===== src/rtl/i2c_pkg.sv =====
// Shared definitions for the I2C master: FSM state codes, R/W bit values and
// the quarter-period index type used to sequence each bit slot.
package i2c_pkg;

    typedef logic [2:0] state_t;

    localparam state_t S_IDLE  = 3'd0;
    localparam state_t S_START = 3'd1;
    localparam state_t S_ADDR  = 3'd2;
    localparam state_t S_RW    = 3'd3;
    localparam state_t S_AACK  = 3'd4;
    localparam state_t S_DATA  = 3'd5;
    localparam state_t S_DACK  = 3'd6;
    localparam state_t S_STOP  = 3'd7;

    localparam logic I2C_RD = 1'b1;
    localparam logic I2C_WR = 1'b0;

    typedef logic [1:0] quarter_t;

    localparam quarter_t QTR_FIRST  = 2'd0;
    localparam quarter_t QTR_SAMPLE = 2'd2;
    localparam quarter_t QTR_LAST   = 2'd3;

endpackage


===== src/rtl/i2c_qtick_gen.sv =====
// Divides the system clock into SCL quarter periods: a one-cycle qtick every
// CLK_DIV clocks plus the index of the quarter currently in progress.
module i2c_qtick_gen
    import i2c_pkg::*;
#(
    parameter int CLK_DIV = 4
) (
    input  logic     clk,
    input  logic     rst,
    input  logic     enable,
    output logic     qtick,
    output quarter_t quarter
);

    localparam int CNT_W = (CLK_DIV > 1) ? $clog2(CLK_DIV) : 1;
    localparam logic [CNT_W-1:0] CNT_MAX = CNT_W'(CLK_DIV - 1);

    logic [CNT_W-1:0] count;

    assign qtick = enable && (count == CNT_MAX);

    // Held at quarter 0 while disabled so a new frame always starts on a slot boundary.
    always_ff @(posedge clk) begin
        if (rst || !enable) begin
            count   <= '0;
            quarter <= QTR_FIRST;
        end else if (qtick) begin
            count   <= '0;
            quarter <= quarter + 2'd1;
        end else begin
            count <= count + 1'b1;
        end
    end

endmodule


===== src/rtl/i2c_master_ctrl.sv =====
// Single-frame I2C master: START, address + R/W, ACK, one data word, ACK/NACK, STOP.
// SCL is push-pull; SDA is open-drain via sda_oe.
module i2c_master_ctrl
    import i2c_pkg::*;
#(
    parameter int ADDR_BITS = 4,
    parameter int DATA_BITS = 6,
    parameter int CLK_DIV   = 4
) (
    input  logic                 clk,
    input  logic                 rst,
    input  logic                 start,
    input  logic                 rw,
    input  logic [ADDR_BITS-1:0] addr,
    input  logic [DATA_BITS-1:0] wdata,
    output logic [DATA_BITS-1:0] rdata,
    output logic                 busy,
    output logic                 done,
    output logic                 ack_err,
    output logic                 scl_out,
    input  logic                 sda_in,
    output logic                 sda_out,
    output logic                 sda_oe
);

    localparam int MAX_BITS = (ADDR_BITS > DATA_BITS) ? ADDR_BITS : DATA_BITS;
    localparam int BIT_W    = (MAX_BITS > 1) ? $clog2(MAX_BITS) : 1;

    state_t               state;
    quarter_t             quarter;
    logic                 qtick;
    logic                 slot_end;
    logic                 sample_pt;
    logic [BIT_W-1:0]     bit_cnt;
    logic [ADDR_BITS-1:0] addr_sr;
    logic [DATA_BITS-1:0] wdata_sr;
    logic [DATA_BITS-1:0] rx_sr;
    logic                 rw_q;
    logic                 sampled;

    i2c_qtick_gen #(
        .CLK_DIV (CLK_DIV)
    ) u_qtick (
        .clk     (clk),
        .rst     (rst),
        .enable  (state != S_IDLE),
        .qtick   (qtick),
        .quarter (quarter)
    );

    assign slot_end  = qtick && (quarter == QTR_LAST);
    assign sample_pt = qtick && (quarter == QTR_SAMPLE);
    assign busy      = (state != S_IDLE);
    assign sda_out   = 1'b0;

    // Bus pins decode straight from state and quarter, so SDA moves only on Q0 entry
    // except for the deliberate transitions in the START and STOP slots.
    always_comb begin
        scl_out = 1'b1;
        sda_oe  = 1'b0;
        case (state)
            S_START: begin
                scl_out = (quarter != QTR_LAST);
                sda_oe  = quarter[1];
            end
            S_ADDR: begin
                scl_out = quarter[1];
                sda_oe  = !addr_sr[ADDR_BITS-1];
            end
            S_RW: begin
                scl_out = quarter[1];
                sda_oe  = !rw_q;
            end
            S_AACK, S_DACK: begin
                scl_out = quarter[1];
            end
            S_DATA: begin
                scl_out = quarter[1];
                sda_oe  = (rw_q == I2C_WR) && !wdata_sr[DATA_BITS-1];
            end
            S_STOP: begin
                scl_out = quarter[1];
                sda_oe  = (quarter != QTR_LAST);
            end
            default: begin
                scl_out = 1'b1;
                sda_oe  = 1'b0;
            end
        endcase
    end

    always_ff @(posedge clk) begin
        if (rst) begin
            state    <= S_IDLE;
            done     <= 1'b0;
            ack_err  <= 1'b0;
            rdata    <= '0;
            bit_cnt  <= '0;
            addr_sr  <= '0;
            wdata_sr <= '0;
            rx_sr    <= '0;
            rw_q     <= I2C_WR;
            sampled  <= 1'b1;
        end else begin
            done <= 1'b0;
            if (sample_pt) begin
                sampled <= sda_in;
            end
            if (sample_pt && (state == S_DATA) && (rw_q == I2C_RD)) begin
                rx_sr <= {rx_sr[DATA_BITS-2:0], sda_in};
            end
            case (state)
                S_IDLE: begin
                    if (start) begin
                        state    <= S_START;
                        addr_sr  <= addr;
                        rw_q     <= rw;
                        wdata_sr <= wdata;
                        rx_sr    <= '0;
                        ack_err  <= 1'b0;
                    end
                end
                S_START: begin
                    if (slot_end) begin
                        state   <= S_ADDR;
                        bit_cnt <= BIT_W'(ADDR_BITS - 1);
                    end
                end
                S_ADDR: begin
                    if (slot_end) begin
                        addr_sr <= addr_sr << 1;
                        if (bit_cnt == '0) begin
                            state <= S_RW;
                        end else begin
                            bit_cnt <= bit_cnt - 1'b1;
                        end
                    end
                end
                S_RW: begin
                    if (slot_end) begin
                        state <= S_AACK;
                    end
                end
                S_AACK: begin
                    // An unanswered address skips the data phase entirely.
                    if (slot_end) begin
                        if (sampled) begin
                            ack_err <= 1'b1;
                            state   <= S_STOP;
                        end else begin
                            state   <= S_DATA;
                            bit_cnt <= BIT_W'(DATA_BITS - 1);
                        end
                    end
                end
                S_DATA: begin
                    if (slot_end) begin
                        wdata_sr <= wdata_sr << 1;
                        if (bit_cnt == '0) begin
                            state <= S_DACK;
                        end else begin
                            bit_cnt <= bit_cnt - 1'b1;
                        end
                    end
                end
                S_DACK: begin
                    if (slot_end) begin
                        if ((rw_q == I2C_WR) && sampled) begin
                            ack_err <= 1'b1;
                        end
                        state <= S_STOP;
                    end
                end
                S_STOP: begin
                    if (slot_end) begin
                        state <= S_IDLE;
                        done  <= 1'b1;
                        if (rw_q == I2C_RD) begin
                            rdata <= rx_sr;
                        end
                    end
                end
                default: begin
                    state <= S_IDLE;
                end
            endcase
        end
    end

endmodule


===== config.mk =====
export PLATFORM = sky130hd
export DESIGN_NAME = i2c_master_ctrl
export DESIGN_NICKNAME = d
export VERILOG_FILES = /design/src/rtl/i2c_pkg.sv /design/src/rtl/i2c_qtick_gen.sv /design/src/rtl/i2c_master_ctrl.sv
export SDC_FILE = /design/constraint.sdc
export NUM_CORES = 1
export LEC_CHECK = 0
export ABC_AREA = 0
export BUFFER_PORTS_ARGS = -buffer_cell sky130_fd_sc_hd__buf_2
export CORE_ASPECT_RATIO = 1.4
export CORE_MARGIN = 1.5
export CORE_UTILIZATION = 45
export DETAILED_ROUTE_END_ITERATION = 6
export PLACE_DENSITY = 0.74
export SLEW_MARGIN = 10
export SYNTH_ARGS = -nofsm -noshare
export SYNTH_HDL_FRONTEND = slang
export SYNTH_SLANG_ARGS = --single-unit

===== constraint.sdc =====
create_clock -name clk -period 3.25 [get_ports clk]
set_input_delay 0.65 -clock clk [delete_from_list [all_inputs] [get_ports clk]]
set_output_delay 0.65 -clock clk [all_outputs]
set_load 0.02 [all_outputs]

==> metrics.csv <==
metric;value;unit
cts.sinks;36;
holdWs;0.431;ns
worstRegToRegCells;5;
crit_fanout;22;
core;3920;um^2
area_taken_by_flip_flops_and_latches;721;um^2
worst_ep_required_time;2.60;ns
finClkSkew;0.00513;ns
synth.lib_cells_used.distinct;49;
clk_transition_reported_paths;0.07;ns
grt_first_pass_wirelength;6600;um
grt_overflow_total;0;
synthesis.instances;211;
max_slew_margin;53.6;%
finalMaxSlewViolations;0;
floorplan.die_area;4480;um^2
inserted_diodes;0;
post_synth_instance_area;1840;um^2
tritoncts;done;
numCtsBuffers;5;
cap_viol_max_count;0;
i_o_pin_count;27;
dp_cells;264;
wl_per_cell;13.7;um
routed_wire_length;3720;um
powerDensity;452;nW/um^2
drt_drc_violations_left;0;
grt_use_total;18.6;%
port-buffer-count;25;
finalCriticalPeriod;2.56;ns
hold_viol;0;
drt_first_iter_violations;36;
die-width;57.0;um
clockBufferDepth;2;
clock.fmax;390;MHz
cts-resized-gates;0;
ctsHoldBuffers;0;
layoutNonFillerInstCount;272;
hpwlAfterDp;2550;um
worst-slew-pin-transition;0.694;ns
timing.hold.worst_path_depth;1;
number_of_global_route_vias_before_repair;1460;
setup_repair_after_global_routing_missed_its_margin;false;
std_cell_rows;27;
synth.avg_cell_area;8.71;um^2
gp_routability_congestion;0.853;
nets;248;
grt_antenna_before_repair;0;
detail_route.first_pass.iterations;4;
max-vdd-ir-drop;0.423;mV
end_kind;output pin;
ctsHtreeMaxLevel;2;
die_y;78.6;um
timing.final.setup_violations;0;
area_growth_syn_to_layout;11.9;%
synth.ff_latch_count;36;
grt_max_degree;30;
floorplan.initialDensity;46.9;%
commonest_cells_after_routing_fill_and_taps_aside;36 x dfxtp_1, 25 x buf_2, 22 x nor2_1, 18 x nand2_1, 13 x a21oi_1;
finalSetupTns;0;ns
cts_setup_buffers;0;
synth_enable_flop_cells;0;
arrival_time_of_the_worst_setup_path;1.91;ns
asyncSetResetFlopFracSynth;0;%
net_count_after_synthesis;231;
drtAntennaViolNets;0;
area_occupied_by_multi_input_gates;1000;um^2
vias_per_cell;5.62;
min_period_over_period;78.9;%
clk_root_buffer_cell;clkbuf_8;
seq_area_frac_synth;39.2;%
layout-drive-gt1-share;19.7;%
critical_path.startpoint_type;register;
synth_warnings;0;
holdCritPathClass;register to register;
status;finished clean;
final_common_cell;dfxtp_1;
leakagePower;0.891;nW
fillCellCount;381;
criticalPathCategory;register to output pin;
most_used_flip_flop_cell_after_synthesis;dfxtp_1;
totalPowerFinal;928;uW
clock_insertion_delay_worst_skew;0.29;ns
vias;1528;
cells by family after synthesis:
family	count (synthesis)	share of synthesized area, %
AND/OR/NAND/NOR	81	22.3
AO/OA/AOI/OAI	50	20.6
flip-flops	36	39.2
buffers and inverters	23	6.13
multiplexers	13	7.15
adder cells (fa/ha/maj)	5	3.41
XOR/XNOR	2	0.954
other	1	0.204
through the flow:
stage | setup slack (ns) | util, % | area [um^2]
final | 0.686 | 52.5 | 2060
after global routing | 0.529 | 52.5 | 2060
after CTS | 0.701 | 52.5 | 2060
after global placement | 1.04 | 49.6 | 1940
after floorplan | 1.20 | - | 1840
after detailed placement | 1.03 | 49.6 | 1940
layer usage:
metal,global-route usage [%],wire [um],part of all wire (%)
met5,0,0,0
met4,7.67,83,2.2
met3,4.94,120,3.2
met2,30.2,1790,48
met1,22.9,1730,46
state kept, by name (all words and copies together), names as in the netlist:
signal and cells:
ack_err 1, addr_sr 4, bit_cnt 3, done 1
rdata 6, rw_q 1, rx_sr 6, sampled 1
state 3, u_qtick.count 2, u_qtick.quarter 2, wdata_sr 6
power by group:
part           total, mW  switching, mW  internal, mW  leakage [nW]
Sequential         0.464         0.0105         0.454         0.293
Combinational     0.0699         0.0391        0.0308         0.543
Clock              0.394          0.167         0.227        0.0541
Total              0.928          0.217         0.712         0.891
cell usage after synthesis (4+ instances only):
cell type	count	area share, %
mux2i_1	12	6.5
a311oi_2	5	4.1
nand2b_1	9	3.1
inv_1	5	1.0
dfxtp_1	36	39
o21ai_0	8	2.2
nand3_1	9	2.5
nor2b_1	5	1.7
nand2_1	18	3.7
clkbuf_1	7	1.4
buf_2	6	1.6
nor2_1	22	4.5
a211oi_1	4	1.6
ha_1	5	3.4
a21oi_1	13	3.5
critical path, stage by stage (launching register included):
cell      delay (ns)
dfxtp_1         0.77
mux2_2          0.41
o211ai_1        0.17
o21ai_0         0.11
buf_2           0.17
final timing paths:
kind	startpoint	endpoint	slack [ns]
max	state[2]$_SDFFE_PP0P_	sda_oe	0.69
min reg2reg	u_qtick.count[0]$_SDFF_PP0_	u_qtick.count[0]$_SDFF_PP0_	0.43
min	u_qtick.count[0]$_SDFF_PP0_	u_qtick.count[0]$_SDFF_PP0_	0.43
max reg2reg	state[0]$_SDFFE_PP0P_	wdata_sr[1]$_SDFFE_PP0P_	1.21
cell type report:
class / count / area share, %
Clock buffer: 5 / 3.35
Clock inverter: 3 / 2.07
Inverter: 5 / 0.913
Multi-Input combinational cell: 152 / 48.8
Sequential cell: 36 / 35.1
Tap cell: 43 / 2.62
Timing Repair Buffer: 28 / 7.18
Power figures use the tool's default switching activity.
